<file path="src/rtl/snake_motion_pkg.sv">
// Shared types and defaults for the snake motion block.
// - dir_e      : 2-bit joystick direction code (TOP/DOWN/LEFT/RIGHT)
// - SNAKE_*    : grid and body-depth defaults shared with renderer and food logic
// - dir_reverse: opposite direction, used to reject 180-degree turns
package snake_motion_pkg;

    typedef enum logic [1:0] {
        DIR_TOP   = 2'd0,
        DIR_DOWN  = 2'd1,
        DIR_LEFT  = 2'd2,
        DIR_RIGHT = 2'd3
    } dir_e;

    localparam int SNAKE_GRID_W  = 32;
    localparam int SNAKE_GRID_H  = 24;
    localparam int SNAKE_MAX_LEN = 16;

    function automatic dir_e dir_reverse(input dir_e d);
        case (d)
            DIR_TOP:  return DIR_DOWN;
            DIR_DOWN: return DIR_TOP;
            DIR_LEFT: return DIR_RIGHT;
            default:  return DIR_LEFT;
        endcase
    endfunction

endpackage

</file>
<file path="src/rtl/snake_motion_if.sv">
// Control/status bundle between the game logic (master) and snake_motion (slave).
// master drives: direction, enable, grow, restart, query_x, query_y
// master reads : head_x, head_y, heading, length, move_tick, game_over, hit_body
interface snake_motion_if
    import snake_motion_pkg::*;
#(
    parameter int X_W   = 5,
    parameter int Y_W   = 5,
    parameter int LEN_W = 5
);
    dir_e             direction;
    logic             enable;
    logic             grow;
    logic             restart;
    logic [X_W-1:0]   query_x;
    logic [Y_W-1:0]   query_y;
    logic [X_W-1:0]   head_x;
    logic [Y_W-1:0]   head_y;
    dir_e             heading;
    logic [LEN_W-1:0] length;
    logic             move_tick;
    logic             game_over;
    logic             hit_body;

    modport master (
        output direction, enable, grow, restart, query_x, query_y,
        input  head_x, head_y, heading, length, move_tick, game_over, hit_body
    );

    modport slave (
        input  direction, enable, grow, restart, query_x, query_y,
        output head_x, head_y, heading, length, move_tick, game_over, hit_body
    );
endinterface

</file>
<file path="src/rtl/snake_tick_gen.sv">
// Movement prescaler: counts 0..TICK_DIV-1 while run_i is high, holds otherwise.
// Ports: clk, rst_n (async, active low), clear_i (sync restart),
//        run_i (enable && !game_over), step_o (combinational step strobe).
module snake_tick_gen #(
    parameter int TICK_DIV = 5_000_000
) (
    input  logic clk,
    input  logic rst_n,
    input  logic clear_i,
    input  logic run_i,
    output logic step_o
);
    localparam int CNT_W = $clog2(TICK_DIV);
    localparam logic [CNT_W-1:0] CNT_LAST = CNT_W'(TICK_DIV - 1);

    logic [CNT_W-1:0] count_q, count_d;

    assign step_o = run_i && (count_q == CNT_LAST);

    always_comb begin
        count_d = count_q;
        if (clear_i) begin
            count_d = '0;
        end else if (run_i) begin
            count_d = step_o ? '0 : count_q + CNT_W'(1);
        end
    end

    always_ff @(posedge clk or negedge rst_n) begin
        if (!rst_n) begin
            count_q <= '0;
        end else begin
            count_q <= count_d;
        end
    end
endmodule

</file>
<file path="src/rtl/snake_motion.sv">
// Snake head/body motion on a wrapping grid.
// Ports: clk, rst_n (async, active low), bus (snake_motion_if.slave):
//   inputs  direction, enable, grow, restart, query_x, query_y
//   outputs head_x, head_y, heading, length, move_tick, game_over, hit_body
// seg[0] is the head; seg[i] for i < length are live. A step shifts the body
// and writes the new head, unless the new head lands on a live segment.
module snake_motion
    import snake_motion_pkg::*;
#(
    parameter int GRID_W   = SNAKE_GRID_W,
    parameter int GRID_H   = SNAKE_GRID_H,
    parameter int X_W      = 5,
    parameter int Y_W      = 5,
    parameter int TICK_DIV = 5_000_000,
    parameter int MAX_LEN  = SNAKE_MAX_LEN,
    parameter int INIT_LEN = 3
) (
    input logic           clk,
    input logic           rst_n,
    snake_motion_if.slave bus
);
    localparam int LEN_W = $clog2(MAX_LEN + 1);
    localparam logic [X_W-1:0]   INIT_X   = X_W'(GRID_W / 2);
    localparam logic [X_W-1:0]   X_LAST   = X_W'(GRID_W - 1);
    localparam logic [Y_W-1:0]   Y_LAST   = Y_W'(GRID_H - 1);
    localparam logic [LEN_W-1:0] LEN_MAX  = LEN_W'(MAX_LEN);
    localparam logic [LEN_W-1:0] LEN_INIT = LEN_W'(INIT_LEN);

    // Initial body hangs straight down from the grid centre.
    function automatic logic [Y_W-1:0] init_y(input int idx);
        return Y_W'((GRID_H / 2 + idx) % GRID_H);
    endfunction

    logic [X_W-1:0]   seg_x_q [MAX_LEN];
    logic [Y_W-1:0]   seg_y_q [MAX_LEN];
    dir_e             heading_q;
    logic [LEN_W-1:0] length_q;
    logic             grow_pending_q;
    logic             move_tick_q;
    logic             game_over_q;
    logic             hit_body_q;

    logic             step;
    logic             run;
    logic             growing;
    logic             collide;
    logic             advance;
    dir_e             step_heading;
    logic [X_W-1:0]   step_x;
    logic [Y_W-1:0]   step_y;
    logic [MAX_LEN-1:0] body_hit;
    logic [MAX_LEN-1:0] query_hit;

    assign run = bus.enable && !game_over_q;

    snake_tick_gen #(.TICK_DIV(TICK_DIV)) u_tick (
        .clk     (clk),
        .rst_n   (rst_n),
        .clear_i (bus.restart),
        .run_i   (run),
        .step_o  (step)
    );

    // A 180-degree turn request keeps the current heading.
    assign step_heading = (bus.direction == dir_reverse(heading_q)) ? heading_q : bus.direction;

    always_comb begin
        step_x = seg_x_q[0];
        step_y = seg_y_q[0];
        case (step_heading)
            DIR_TOP:   step_y = (seg_y_q[0] == '0)     ? Y_LAST : seg_y_q[0] - Y_W'(1);
            DIR_DOWN:  step_y = (seg_y_q[0] == Y_LAST) ? '0     : seg_y_q[0] + Y_W'(1);
            DIR_LEFT:  step_x = (seg_x_q[0] == '0)     ? X_LAST : seg_x_q[0] - X_W'(1);
            DIR_RIGHT: step_x = (seg_x_q[0] == X_LAST) ? '0     : seg_x_q[0] + X_W'(1);
        endcase
    end

    // A grow at full length is dropped, so the tail still moves away.
    assign growing = (grow_pending_q || bus.grow) && (length_q < LEN_MAX);

    for (genvar gi = 0; gi < MAX_LEN; gi++) begin : g_seg
        logic live;
        logic tail;
        assign live = LEN_W'(gi) < length_q;
        // The tail vacates its cell on this step unless the snake grows.
        assign tail = LEN_W'(gi) == (length_q - LEN_W'(1));
        assign body_hit[gi]  = live && !(tail && !growing)
                               && (seg_x_q[gi] == step_x) && (seg_y_q[gi] == step_y);
        assign query_hit[gi] = live && (seg_x_q[gi] == bus.query_x)
                               && (seg_y_q[gi] == bus.query_y);
    end

    assign collide = |body_hit;
    assign advance = step && !collide && !bus.restart;

    always_ff @(posedge clk or negedge rst_n) begin
        if (!rst_n) begin
            for (int i = 0; i < MAX_LEN; i++) begin
                seg_x_q[i] <= INIT_X;
                seg_y_q[i] <= init_y(i);
            end
        end else if (bus.restart) begin
            for (int i = 0; i < MAX_LEN; i++) begin
                seg_x_q[i] <= INIT_X;
                seg_y_q[i] <= init_y(i);
            end
        end else if (advance) begin
            seg_x_q[0] <= step_x;
            seg_y_q[0] <= step_y;
            for (int i = 1; i < MAX_LEN; i++) begin
                seg_x_q[i] <= seg_x_q[i-1];
                seg_y_q[i] <= seg_y_q[i-1];
            end
        end
    end

    always_ff @(posedge clk or negedge rst_n) begin
        if (!rst_n) begin
            heading_q      <= DIR_TOP;
            length_q       <= LEN_INIT;
            grow_pending_q <= 1'b0;
            move_tick_q    <= 1'b0;
            game_over_q    <= 1'b0;
            hit_body_q     <= 1'b0;
        end else if (bus.restart) begin
            heading_q      <= DIR_TOP;
            length_q       <= LEN_INIT;
            grow_pending_q <= 1'b0;
            move_tick_q    <= 1'b0;
            game_over_q    <= 1'b0;
            hit_body_q     <= 1'b0;
        end else begin
            hit_body_q  <= |query_hit;
            move_tick_q <= 1'b0;
            if (step) begin
                grow_pending_q <= 1'b0;
                if (collide) begin
                    game_over_q <= 1'b1;
                end else begin
                    heading_q   <= step_heading;
                    move_tick_q <= 1'b1;
                    if (growing) begin
                        length_q <= length_q + LEN_W'(1);
                    end
                end
            end else if (bus.grow) begin
                grow_pending_q <= 1'b1;
            end
        end
    end

    assign bus.head_x    = seg_x_q[0];
    assign bus.head_y    = seg_y_q[0];
    assign bus.heading   = heading_q;
    assign bus.length    = length_q;
    assign bus.move_tick = move_tick_q;
    assign bus.game_over = game_over_q;
    assign bus.hit_body  = hit_body_q;
endmodule
</file>
<file path="src/flat_wrapper.sv">
// flat-port wrapper written by rule: the top's interface ports become plain ports
module snake_motion_flat import snake_motion_pkg::*;
#(
    parameter int GRID_W   = SNAKE_GRID_W,
    parameter int GRID_H   = SNAKE_GRID_H,
    parameter int X_W      = 5,
    parameter int Y_W      = 5,
    parameter int TICK_DIV = 5_000_000,
    parameter int MAX_LEN  = SNAKE_MAX_LEN,
    parameter int INIT_LEN = 3
)
  (clk, rst_n, bus_direction, bus_enable, bus_grow, bus_restart, bus_query_x, bus_query_y, bus_head_x, bus_head_y, bus_heading, bus_length, bus_move_tick, bus_game_over, bus_hit_body);
  snake_motion_if #(.X_W(X_W), .Y_W(Y_W)) bus_i ();
  input logic clk;
  input logic rst_n;
  input wire logic [$bits(bus_i.direction)-1:0] bus_direction;
  input wire logic [$bits(bus_i.enable)-1:0] bus_enable;
  input wire logic [$bits(bus_i.grow)-1:0] bus_grow;
  input wire logic [$bits(bus_i.restart)-1:0] bus_restart;
  input wire logic [$bits(bus_i.query_x)-1:0] bus_query_x;
  input wire logic [$bits(bus_i.query_y)-1:0] bus_query_y;
  output wire logic [$bits(bus_i.head_x)-1:0] bus_head_x;
  output wire logic [$bits(bus_i.head_y)-1:0] bus_head_y;
  output wire logic [$bits(bus_i.heading)-1:0] bus_heading;
  output wire logic [$bits(bus_i.length)-1:0] bus_length;
  output wire logic [$bits(bus_i.move_tick)-1:0] bus_move_tick;
  output wire logic [$bits(bus_i.game_over)-1:0] bus_game_over;
  output wire logic [$bits(bus_i.hit_body)-1:0] bus_hit_body;
  assign bus_i.direction = bus_direction;
  assign bus_i.enable = bus_enable;
  assign bus_i.grow = bus_grow;
  assign bus_i.restart = bus_restart;
  assign bus_i.query_x = bus_query_x;
  assign bus_i.query_y = bus_query_y;
  assign bus_head_x = bus_i.head_x;
  assign bus_head_y = bus_i.head_y;
  assign bus_heading = bus_i.heading;
  assign bus_length = bus_i.length;
  assign bus_move_tick = bus_i.move_tick;
  assign bus_game_over = bus_i.game_over;
  assign bus_hit_body = bus_i.hit_body;
  snake_motion #(.GRID_W(GRID_W), .GRID_H(GRID_H), .X_W(X_W), .Y_W(Y_W), .TICK_DIV(TICK_DIV), .MAX_LEN(MAX_LEN), .INIT_LEN(INIT_LEN)) u_core (.clk(clk), .rst_n(rst_n), .bus(bus_i));
endmodule
</file>
<file path="config.mk">
export PLATFORM = sky130hd
export DESIGN_NAME = snake_motion_flat
export DESIGN_NICKNAME = d
export VERILOG_FILES = /design/src/rtl/snake_motion_pkg.sv /design/src/rtl/snake_motion_if.sv /design/src/rtl/snake_tick_gen.sv /design/src/rtl/snake_motion.sv /design/src/flat_wrapper.sv
export SDC_FILE = /design/constraint.sdc
export NUM_CORES = 1
export LEC_CHECK = 0
export BUFFER_PORTS_ARGS = -buffer_cell sky130_fd_sc_hd__buf_2
export CORE_MARGIN = 2
export CORE_UTILIZATION = 40
export CTS_CLUSTER_SIZE = 30
export DETAILED_ROUTE_END_ITERATION = 10
export GPL_TIMING_DRIVEN = 1
export PLACE_DENSITY_LB_ADDON = 0.08
export SETUP_SLACK_MARGIN = 0.05
export SLEW_MARGIN = 25
export SYNTH_ARGS = -nofsm -noshare
export SYNTH_HDL_FRONTEND = slang
export SYNTH_HIERARCHICAL = 1
export SYNTH_SLANG_ARGS = --single-unit
</file>
<file path="constraint.sdc">
create_clock -name clk -period 4.3 [get_ports clk]
set_input_delay 0.86 -clock clk [delete_from_list [all_inputs] [get_ports clk]]
set_output_delay 0.86 -clock clk [all_outputs]
set_load 0.05 [all_outputs]
</file>
==> results by group, run 1 <==
Detailed routing
  – Final ANT Viol Nets: 0
  – Via Count: 14000
  – Via density: 6.04
  – Drt total wl: 66400 µm
  – # DRC: 0
  – Per-cell routed wire length: 28.7 µm
  – Initial DRC count: 1506
  – First-pass DRT Iterations: 8

Synth
  – Post-synth top area cell: dfrtp_1
  – Post-synth top area share: 23.0%
  – Syn nets: 1685
  – Number of synthesized flops with an enable pin: 0
  – Largest cells by area after synthesis: dfrtp_1 23%, dfstp_2 9.3%, xor2_1 8.3%
  – Syn Area/Cell: 9.20 µm²
  – Top FF cell, synth: dfrtp_1
  – Yosys reg bits: 194
  – Synth Instances: 1655
  – Synth Warn #: 6
  – Share of flip-flops with an asynchronous set or reset: 100%
  – Syn Std Cell Area: 15200 µm²
  – Cell variety after synth: 109
  – Top post-synthesis cells by count: 182 x nor2_1, 144 x xor2_1, 140 x dfrtp_1, 125 x xnor2_1, 108 x mux2i_1
  – Post-synthesis sequential area ratio: 32.3%
  – Most frequent cell after synthesis: nor2_1

Global routing
  – Vias in the first global route: 13600
  – First-pass GRT wire length: 96200 µm
  – Total gr overflow: 0
  – Initial antenna violation count: 1
  – Total GRT Usage: 34.2%
  – Largest net degree at the start of global routing: 135

Timing
  – Worst slew pin tran: 0.949 ns
  – Relative slew slack: 35.9%
  – RSZ-0062 raised after global routing: true
  – Tcrit/Tclk final: 97.6%
  – Min Clock Period, post-route: 4.20 ns
  – Final Hold Violating Endpoints: 0
  – Skew final: 0.0172 ns
  – Setup Viol. Count Final: 0
  – Final Slew Violations: 0
  – F_max: 238 MHz
  – Fin Hold WS: 0.406 ns

Clock network
  – H-tree depth: 4
  – Clock Path Buffers: 2
  – TritonCTS clock tree: built
  – Clk Latency, worst-skew pair: 0.49 ns
  – Sink Count: 194
  – Clock Pin Slew Worst Setup and Hold Paths: 0.08 ns
  – Number of CTS-inserted buffers: 17
  – Hold_buf cts: 0
  – Root buf cell: clkbuf_16

Layout
  – Non-Filler Instances: 2309
  – Area of the multi-input gates: 9620 µm²
  – Diodes inserted: 0
  – Register Area: 4930 µm²
  – Fill count: 3640
  – Layout Utilization: 48.3%
  – Area Overhead vs Synth: 19.2%
  – Nets: 1815
  – Ratio of cells with drive above 1 in the final layout: 24.7%
  – Post-route cell area: 18200 µm²

Worst setup path
  – Crit-path max FO: 13
  – Type of the worst setup path: register to register
  – WP data required: 4.71 ns
  – CP arrival: 4.60 ns
  – CP Launch Type: register
  – Worst setup EP type: register

Floorplan
  – Die width: 199 µm
  – Die area: 39600 µm²
  – Starting Density: 40.5%
  – I/O Pins: 37
  – Core Box Area: 37600 µm²
  – Rows: 71
  – Die height: 199 µm

Pwr
  – PD cells: 217 nW/µm²
  – Peak VDD IR: 287 µV
  – Tot Pwr: 3.94 mW
  – P_leak: 7.09 nW

Place
  – Port Buf Inserts: 36
  – Placed Area: 17100 µm²
  – Placed cells: 2263
  – DP HPWL: 49800 µm
  – GP Congestion: 1.02

Flow run
  – Max cap viols: 0

Worst hold path
  – Worst hold-check path type: input port to async pin

Outcome
  – Outcome: completed
[timing repair]
| action | 4_1_cts | 5_1_grt |
|---|---|---|
| resized for setup | 15 | 52 |
| pin swaps | 4 | 11 |
| setup buffers | 5 | 6 |
| cloned | 3 | 0 |
| setup endpoints to repair | 166 | 167 |
[metrics by stage]
| step | setup slack (ns) | setup TNS, ns |
|---|---|---|
| 2_1_floorplan | 0.0489 | 0 |
| 3_3_place_gp | -0.267 | -31.61 |
| 3_5_place_dp | -0.292 | -33.53 |
| 4_1_cts | 0.0579 | 0 |
| 5_1_grt | 0.0165 | 0 |
| 6_report | 0.102 | 0 |
[registers in the layout (all words and copies together) (netlist names)]
register	count
u_core/bus.length	5
u_core/bus.move_tick	1
u_core/bus.head_y	5
u_core/bus.heading	2
u_core/bus.game_over	1
u_core/bus.hit_body	1
u_core/seg_x_q	75
u_core/grow_pending_q	1
u_core/bus.head_x	5
u_core/seg_y_q	75
u_core/u_tick/count_q	23
[report_power, final]
group	internal, mW	total (mW)	leakage, nW	switching (mW)
Clock	0.831	1.57	0.275	0.741
Sequential	1.83	1.83	2.51	0.00198
Combinational	0.200	0.539	4.30	0.339
Total	2.86	3.94	7.09	1.08
[critical path: stages (launching register included)]
cell and delay, ns:
dfrtp_1 0.43, ha_2 0.19, and3_1 0.19, ha_2 0.33
nor3_1 0.05, buf_4 0.16, buf_4 0.18, buf_4 0.17
a22oi_2 0.17, o211ai_1 0.12, a2111o_1 0.40, or4_4 0.53
o311a_4 0.16, nand4_4 0.10, nor2_4 0.06, buf_4 0.15
bufbuf_16 0.29, and3_1 0.17, a211o_1 0.27
[layout make-up]
class	count	share of cell area [%]
well taps	511	3.52
repair buffers	268	12.6
flip-flops and latches	194	27.2
clock buffers	21	2.54
multi-input cells	1276	53.0
inverters	28	0.579
clock inverters	11	0.586
[metal layers]
layer	vias up	global-route usage, %	share of wire (%)
met5	-	0	0
met1	7026	46.9	44
met2	582	51.7	44
met4	0	17.1	5.0
met3	170	6.33	7.4
li1	6177	-	-
[cells by family (layout without fill, tap and decap cells)]
group | count (synthesis) | count (layout) | synth area share, %
multiplexers | 122 | 122 | 8.42
adder cells (fa/ha/maj) | 13 | 13 | 1.07
flip-flops | 194 | 194 | 32.3
XOR/XNOR | 273 | 273 | 16.0
AO/OA/AOI/OAI | 329 | 329 | 16.6
AND/OR/NAND/NOR | 539 | 539 | 19.0
buffers and inverters | 185 | 328 | 6.58
[final timing paths]
kind | cells after the start | slack [ns] | start | to
worst max-delay path | 18 | 0.10 | u_core/bus.head_x[0]$_DFFE_PN0P_ | u_core/bus.length[1]$_DFFE_PN1P_
worst min-delay path | 1 | 0.41 | rst_n | u_core/bus.head_x[3]$_DFFE_PN0P_
worst max register to register | 18 | 0.10 | u_core/bus.head_x[0]$_DFFE_PN0P_ | u_core/bus.length[1]$_DFFE_PN1P_
worst min register to register | 2 | 0.56 | u_core/u_tick/count_q[11]$_DFFE_PN0P_ | u_core/u_tick/count_q[11]$_DFFE_PN0P_
max in group asynchronous | 2 | 2.96 | rst_n | u_core/seg_y_q[59]$_DFFE_PN1P_
min in group clk | 2 | 0.56 | u_core/u_tick/count_q[11]$_DFFE_PN0P_ | u_core/u_tick/count_q[11]$_DFFE_PN0P_
[cell usage in the layout, fill, tap and decap left out, types with 25 or more instances in the layout]
cell type | netlist | routed
inv_1 | 26 | 25
o21ai_0 | 42 | 41
dfstp_2 | 54 | 54
nor4_1 | 42 | 35
buf_4 | 16 | 205
xor2_1 | 144 | 143
nor2b_1 | 44 | 44
nand4_1 | 28 | 28
nor2_1 | 182 | 180
nand3_1 | 35 | 34
dfrtp_1 | 140 | 135
a211o_1 | 55 | 55
buf_2 | 22 | 34
nor3_1 | 26 | 26
nand2_1 | 62 | 62
a21oi_1 | 42 | 40
xnor2_1 | 125 | 124
mux2i_1 | 108 | 107
Power figures use the tool's default switching activity.
==> run 2, diff against run 1 <==
--- a/config.mk
+++ b/config.mk
@@ -5,13 +5,13 @@
 export SDC_FILE = /design/constraint.sdc
 export NUM_CORES = 1
 export LEC_CHECK = 0
-export BUFFER_PORTS_ARGS = -buffer_cell sky130_fd_sc_hd__buf_2
-export CORE_MARGIN = 2
+export BUFFER_PORTS_ARGS = -buffer_cell sky130_fd_sc_hd__buf_4
 export CORE_UTILIZATION = 40
 export CTS_CLUSTER_SIZE = 30
 export DETAILED_ROUTE_END_ITERATION = 10
 export GPL_TIMING_DRIVEN = 1
 export PLACE_DENSITY_LB_ADDON = 0.08
+export REMOVE_ABC_BUFFERS = 1
 export SETUP_SLACK_MARGIN = 0.05
 export SLEW_MARGIN = 25
 export SYNTH_ARGS = -nofsm -noshare
==> run 2 against run 1 <==
Clock-buffer cell count stayed put; non-clock buffer count is 43 higher; cell count up 2.0%; sequential cell count unchanged; clock power increased by 14%; combinational power about the same; clock skew rose by 0.0069 ns; highest routed layer unchanged.
==> results by group, run 2 (same netlist as run 1, synthesis figures left out) <==
Timing
  – Final Slew Violations: 0 (unchanged)
  – Min Clock Period, post-route: 4.23 ns (+0.0324 ns)
  – RSZ-0062 raised after global routing: true
  – Setup WS post-layout: 0.0697 ns (-0.0324 ns)
  – Worst slew pin tran: 1.16 ns (+0.215 ns)
  – Skew final: 0.0241 ns (+0.00691 ns)
  – Relative slew slack: 21.6% (-14 points)
  – Tcrit/Tclk final: 98.4% (+0.75 points)
  – Final Hold Violating Endpoints: 0 (unchanged)
  – F_max: 236 MHz (-0.77%)
  – Fin Hold WS: 0.481 ns (+0.0753 ns)
  – Setup Viol. Count Final: 0 (unchanged)

Clock network
  – Number of CTS-inserted buffers: 17 (unchanged)
  – Clock Pin Slew Worst Setup and Hold Paths: 0.07 ns (about the same)
  – Sink Count: 194 (unchanged)
  – Clk Latency, worst-skew pair: 0.50 ns (about the same)
  – Clock Path Buffers: 2 (unchanged)
  – Hold_buf cts: 0 (unchanged)
  – TritonCTS clock tree: built
  – H-tree depth: 4 (unchanged)
  – Root buf cell: clkbuf_16

Layout
  – Post-route cell area: 18700 µm² (+2.9%)
  – Most common cell after layout, fill and taps aside: buf_4
  – Ratio of cells with drive above 1 in the final layout: 26.0% (+1.3 points)
  – Largest regs: u_core/seg_x_q x75, u_core/seg_y_q x75, u_core/u_tick/count_q x23
  – Area Overhead vs Synth: 22.7%
  – Layout Utilization: 49.7% (+1.4 points)
  – Nets: 1861 (+2.5%)
  – Diodes inserted: 0 (unchanged)
  – Commonest cells after routing, fill and taps aside: 266 x buf_4, 180 x nor2_1, 144 x xor2_1

Worst setup path
  – Terminus of the critical flop-to-flop path: u_core/seg_y_q[34]$_DFFE_PN1P_
  – CP arrival: 4.64 ns (+0.04 ns)
  – Worst setup EP type: register
  – Reg2reg setup slack: 0.07 ns (-0.03 ns)
  – WP data required: 4.71 ns (about the same)
  – CP Launch Type: register
  – R2R cell count: 19 (+1)
  – Reg2reg start: u_core/bus.head_x[2]$_DFFE_PN0P_
  – Worst setup path end: u_core/seg_y_q[34]$_DFFE_PN1P_
  – Type of the worst setup path: register to register
  – Crit-path max FO: 7 (-6)
  – Worst Setup SP: u_core/bus.head_x[2]$_DFFE_PN0P_

Floorplan
  – Rows: 71 (unchanged)
  – Die width: 197 µm (-1.0%)
  – Die height: 197 µm (-1.0%)
  – Die area: 38800 µm² (-2.0%)
  – Core Box Area: 37600 µm² (unchanged)
  – I/O Pins: 37 (unchanged)
  – Starting Density: 40.5% (unchanged)

Outcome
  – Outcome: completed

Detailed routing
  – # DRC: 0 (unchanged)
  – First-pass DRT Iterations: 6 (-2)
  – Per-cell routed wire length: 29.3 µm (+2.1%)
  – Via Count: 14300 (+2.8%)
  – Final ANT Viol Nets: 0 (unchanged)
  – Initial DRC count: 1489 (-1.1%)
  – Drt total wl: 69100 µm (+4.1%)
  – Via density: 6.09 (+0.77%)

Place
  – Pre-CTS setup slack: -0.793 ns (-0.501 ns)
  – DP HPWL: 50600 µm (+1.7%)
  – GP Congestion: 1.02 (+0.65%)
  – Placed Area: 17300 µm² (+1.3%)
  – Port Buf Inserts: 36 (unchanged)

Pwr
  – P_leak: 7.36 nW (+3.7%)
  – Tot Pwr: 4.16 mW (+5.5%)
  – Peak VDD IR: 299 µV (+4.1%)
  – PD cells: 223 nW/µm² (+2.5%)

Flow run
  – Max cap viols: 0 (unchanged)

Global routing
  – Largest net degree at the start of global routing: 107 (-21%)
  – Initial antenna violation count: 0 (-1)
  – First-pass GRT wire length: 97600 µm (+1.4%)
  – Total GRT Usage: 35.7% (+1.5 points)
  – Total gr overflow: 0 (unchanged)
  – Vias in the first global route: 13600 (+0.25%)

Worst hold path
  – Worst hold-check path type: input port to async pin
==> run 2: worst min-delay path by stage <==
stage	from	to	slack (ns)
3_5_place_dp	u_core/u_tick/count_q[11]$_DFFE_PN0P_	u_core/u_tick/count_q[11]$_DFFE_PN0P_	0.54
4_1_cts	rst_n	u_core/seg_x_q[42]$_DFFE_PN0P_	0.51
5_1_grt	rst_n	u_core/seg_x_q[42]$_DFFE_PN0P_	0.55
2_1_floorplan	u_core/u_tick/count_q[11]$_DFFE_PN0P_	u_core/u_tick/count_q[11]$_DFFE_PN0P_	0.51
6_report	rst_n	u_core/seg_x_q[42]$_DFFE_PN0P_	0.48
3_3_place_gp	u_core/u_tick/count_q[11]$_DFFE_PN0P_	u_core/u_tick/count_q[11]$_DFFE_PN0P_	0.54
==> run 2: metal layers <==
layer / track usage, % / wire (µm) / up-vias / part of all wire, %
li1: - / - / 6284 / -
met1: 47.8 / 29600 / 7201 / 43
met2: 54.3 / 30600 / 660 / 44
met3: 6.49 / 4670 / 198 / 6.8
met4: 20.0 / 4160 / 0 / 6.0
met5: 0 / 0 / - / 0
==> run 2: layout make-up <==
cell class	instances	area [µm²]
Inverter	28	105
Tap cell	511	639
Multi-Input combinational cell	1279	9590
Clock inverter	11	201
Timing Repair Buffer	311	2770
Fill cell	3633	18900
Sequential cell	194	4920
Clock buffer	21	450
==> run 2: metrics by stage <==
step / std cells / setup TNS (ns)
after detailed placement: 2296 / -98.71
after floorplan: 1498 / -570.09
final: 2355 / 0
after global placement: 2296 / -92.21
after global routing: 2355 / -0.292
after CTS: 2338 / 0
==> run 2: timing repair <==
item	4_1_cts	5_1_grt
cloned	3	8
endpoints found under the setup margin	167	162
pin swaps	8	45
gates resized for setup	35	50
buffers inserted	7	11
==> run 2: critical path, stage by stage (launching register included) <==
cell and delay, ns:
dfrtp_1 0.43, buf_12 0.17, and3_4 0.18, ha_4 0.17
buf_6 0.13, buf_4 0.14, or3_1 0.39, buf_4 0.16
and4_1 0.20, nor4b_2 0.33, nand4_1 0.21, nor4_2 0.38
a311oi_2 0.09, buf_4 0.17, nand3_4 0.15, nor2_4 0.07
buf_12 0.15, buf_12 0.14, clkbuf_16 0.16, a211o_1 0.28
==> run 2: report_power, final <==
part	leakage (nW)	internal [mW]	switching, mW
registers	2.52	1.83	0.00182
logic	4.52	0.197	0.343
clock network	0.312	1.05	0.737
total	7.36	3.08	1.08
==> run 3, diff against run 2 <==
--- a/config.mk
+++ b/config.mk
@@ -5,8 +5,9 @@
 export SDC_FILE = /design/constraint.sdc
 export NUM_CORES = 1
 export LEC_CHECK = 0
+export ABC_AREA = 1
 export BUFFER_PORTS_ARGS = -buffer_cell sky130_fd_sc_hd__buf_4
-export CORE_UTILIZATION = 40
+export CORE_UTILIZATION = 58
 export CTS_CLUSTER_SIZE = 30
 export DETAILED_ROUTE_END_ITERATION = 10
 export GPL_TIMING_DRIVEN = 1
==> run 3 against run 2 <==
Global-route usage is 11 points higher; worst hold slack worse by 0.11 ns; clock skew is 0.0089 ns lower; clock power is 6% lower; die area is 35% lower; clock-buffer cell count is 4 lower; worst setup slack better by 0.083 ns; critical path depth is 4 higher; sequential cell count stayed put; synthesized cell count is 26% higher; sequential power hardly changed; wire length is 16% lower; critical path type unchanged.
==> results by group, run 3 <==
Outcome
  – Outcome: completed

Detailed routing
  – First-pass DRT Iterations: 6 (unchanged)
  – Initial DRC count: 2238 (+50%)
  – Final ANT Viol Nets: 0 (unchanged)
  – # DRC: 0 (unchanged)
  – Per-cell routed wire length: 23.8 µm (-19%)
  – Via density: 6.28 (+3.2%)
  – Drt total wl: 58100 µm (-16%)
  – Via Count: 15300 (+6.7%)

Worst setup path
  – Worst setup EP type: register
  – CP bufs+invs: 4 (-4)
  – CP max stage cell: dfrtp_1
  – Slowest Stage Delay on Critical Path: 0.50 ns (+0.07 ns)
  – Delay-heaviest family, CP: simple AND/OR/NAND/NOR gates
  – Most frequent CP cell: nand2_1
  – Crit-path max FO: 29 (+22)
  – WP data required: 4.62 ns (-0.09 ns)
  – CP Launch Type: register
  – CP arrival: 4.47 ns (-0.17 ns)
  – Type of the worst setup path: register to register
  – Crit path cell chain: ha_1 > nand2_1 > nor2_1 > ha_1 > inv_1 > nand2_1 > nor2_1 > nand3_4 > nand2_4 > buf_4 > xor2_1 > nor2_1 > inv_1 > nor2_1 > nand2_1 > nand2_1 > nor2_1 > nand2_1 > nor2_2 > nand2_1 > nand2_4 > buf_12 > o22ai_1

Synth
  – Most frequent cell after synthesis: nand2_1
  – Top post-synthesis cells by count: 514 x nand2_1, 282 x inv_1, 234 x nor2_1, 140 x dfrtp_1, 138 x xor2_1
  – Largest cells by area after synthesis: dfrtp_1 24%, nand2_1 13%, dfstp_2 9.9%
  – Yosys reg bits: 194 (unchanged)
  – Synth Instances: 2078 (+26%)
  – Share of flip-flops with an asynchronous set or reset: 100% (unchanged)
  – Post-synth top area cell: dfrtp_1
  – Cell variety after synth: 47 (-57%)
  – Synth Warn #: 6 (unchanged)
  – Post-synthesis sequential area ratio: 34.4% (+2.0 points)
  – Number of synthesized flops with an enable pin: 0 (unchanged)
  – Top FF cell, synth: dfrtp_1
  – Syn Std Cell Area: 14300 µm² (-5.9%)
  – Syn Area/Cell: 6.89 µm² (-25%)
  – Post-synth top area share: 24.5% (+1.4 points)

Clock network
  – Clock Pin Slew Worst Setup and Hold Paths: 0.09 ns (+0.02 ns)
  – Root buf cell: clkbuf_16
  – Clock Path Buffers: 2 (unchanged)
  – H-tree depth: 4 (unchanged)
  – Clk Latency, worst-skew pair: 0.45 ns (-0.05 ns)
  – Post-CTS Setup Bufs: 0 (-7)
  – Sink Count: 194 (unchanged)
  – Number of CTS-inserted buffers: 17 (unchanged)
  – TritonCTS clock tree: built

Global routing
  – Met3 usage: 17.0% (+10 points)
  – Initial antenna violation count: 1 (+1)
  – GR Util met2: 66.0% (+12 points)
  – GR met1 Demand/Resource: 58.9% (+11 points)
  – Total GRT Usage: 46.2% (+11 points)
  – Largest net degree at the start of global routing: 84 (-21%)
  – Most Crowded Layer GR: met2
  – Total gr overflow: 0 (unchanged)
  – First-pass GRT wire length: 87500 µm (-10%)
  – Vias in the first global route: 14600 (+7.0%)

Place
  – Pre-CTS setup slack: 0.0372 ns (+0.831 ns)
  – Placed Area: 15100 µm² (-13%)
  – GP Congestion: 1.06 (+3.9%)
  – Port Buf Inserts: 36 (unchanged)
  – Placed cells: 2404 (+4.7%)
  – DP HPWL: 41000 µm (-19%)

Timing
  – RSZ-0062 raised after global routing: false
  – Setup TNS: 0 ns (unchanged)
  – Fin Hold WS: 0.374 ns (-0.107 ns)
  – Setup Viol. Count Final: 0 (unchanged)
  – F_max: 241 MHz (+2.0%)
  – Min Clock Period, post-route: 4.15 ns (-0.0831 ns)
  – Tcrit/Tclk final: 96.4% (-1.9 points)
  – Setup WS post-layout: 0.153 ns (+0.0831 ns)
  – Final Hold Violating Endpoints: 0 (unchanged)
  – Worst slew pin tran: 0.811 ns (-0.354 ns)
  – Relative slew slack: 45.2% (+24 points)
  – Final Slew Violations: 0 (unchanged)
  – Skew final: 0.0152 ns (-0.00891 ns)

Layout
  – Area Overhead vs Synth: 9.76%
  – Nets: 2129 (+14%)
  – Diodes inserted: 0 (unchanged)
  – Most common cell after layout, fill and taps aside: nand2_1
  – Largest regs: u_core/seg_x_q x75, u_core/seg_y_q x75, u_core/u_tick/count_q x23
  – Layout Utilization: 64.8% (+15 points)
  – Ratio of cells with drive above 1 in the final layout: 11.8% (-14 points)
  – Non-Filler Instances: 2436 (+3.4%)
  – Fill count: 2256 (-38%)
  – Post-route cell area: 15700 µm² (-16%)
  – Commonest cells after routing, fill and taps aside: 513 x nand2_1, 282 x inv_1, 232 x nor2_1

Floorplan
  – Die area: 25300 µm² (-35%)
  – Starting Density: 59.1% (+19 points)
  – I/O Pins: 37 (unchanged)
  – Rows: 57 (-20%)
  – Core Box Area: 24200 µm² (-35%)
  – Die height: 159 µm (-19%)
  – Die width: 159 µm (-19%)

Pwr
  – PD cells: 257 nW/µm² (+16%)
  – Tot Pwr: 4.04 mW (-2.7%)
  – P_leak: 7.59 nW (+3.2%)
  – Peak VDD IR: 260 µV (-13%)

Flow run
  – Max cap viols: 0 (unchanged)

Worst hold path
  – Worst hold-check path type: input port to async pin
run 3: cell count changes after synthesis, sizes merged, moves of 20 or more:
cell,previous run,this run
a211o,55,0
clkbuf,88,28
inv,26,297
mux2i,112,0
nand2,64,529
nand3,36,151
nand4,29,73
nor2,184,244
nor2b,44,1
nor4,45,25
o21ai,44,127
o22ai,10,101
xnor2,127,13
run 3: final cells by class:
class	instances	area [µm²]	share of cell area [%]
multi-input combinational	1483	7700	49.0
sequential	194	4920	31.3
inverter	301	1130	7.20
timing repair buffer	102	947	6.02
clock buffer	17	425	2.71
tap	324	405	2.58
clock inverter	15	188	1.19
run 3: final timing paths:
path / startpoint / endpoint / slack, ns / depth (start not counted)
worst max-delay path: u_core/bus.head_x[0]$_DFFE_PN0P_ / u_core/seg_y_q[43]$_DFFE_PN0P_ / 0.15 / 23
worst min-delay path: rst_n / u_core/bus.move_tick$_DFF_PN0_ / 0.37 / 1
worst max register to register: u_core/bus.head_x[0]$_DFFE_PN0P_ / u_core/seg_y_q[43]$_DFFE_PN0P_ / 0.15 / 23
worst min register to register: u_core/u_tick/count_q[1]$_DFFE_PN0P_ / u_core/u_tick/count_q[1]$_DFFE_PN0P_ / 0.55 / 2
max in group asynchronous: rst_n / u_core/seg_x_q[46]$_DFFE_PN0P_ / 2.81 / 2
min in group clk: u_core/u_tick/count_q[1]$_DFFE_PN0P_ / u_core/u_tick/count_q[1]$_DFFE_PN0P_ / 0.55 / 2
run 3: report_power, final:
group          switching [mW]  internal [mW]  leakage (nW)
combinational           0.382          0.144          4.77
clock                   0.881          0.796         0.298
sequential            0.00799           1.83          2.52
run 3: cells by family after synthesis:
logic type	after synthesis	share of synthesized area, %
and+or+nand+nor	1052	32.6
buffers and inverters	401	12.0
AOI/OAI and AO/OA	267	10.6
DFF	194	34.4
xor gates and xnor gates	151	9.23
adders and majority gates	13	1.14
run 3: what timing repair did:
item / 4_1_cts / 5_1_grt
hold buffers: 0 / 0
gates resized for setup: 0 / 2
hold endpoints to repair: 0 / 0
endpoints found under the setup margin: 0 / 130
run 3: metal layers:
metal	vias to the layer above	routed length [µm]
met3	303	8200
met5	-	0
met4	0	4140
li1	6713	-
met1	7095	21900
met2	1193	23900
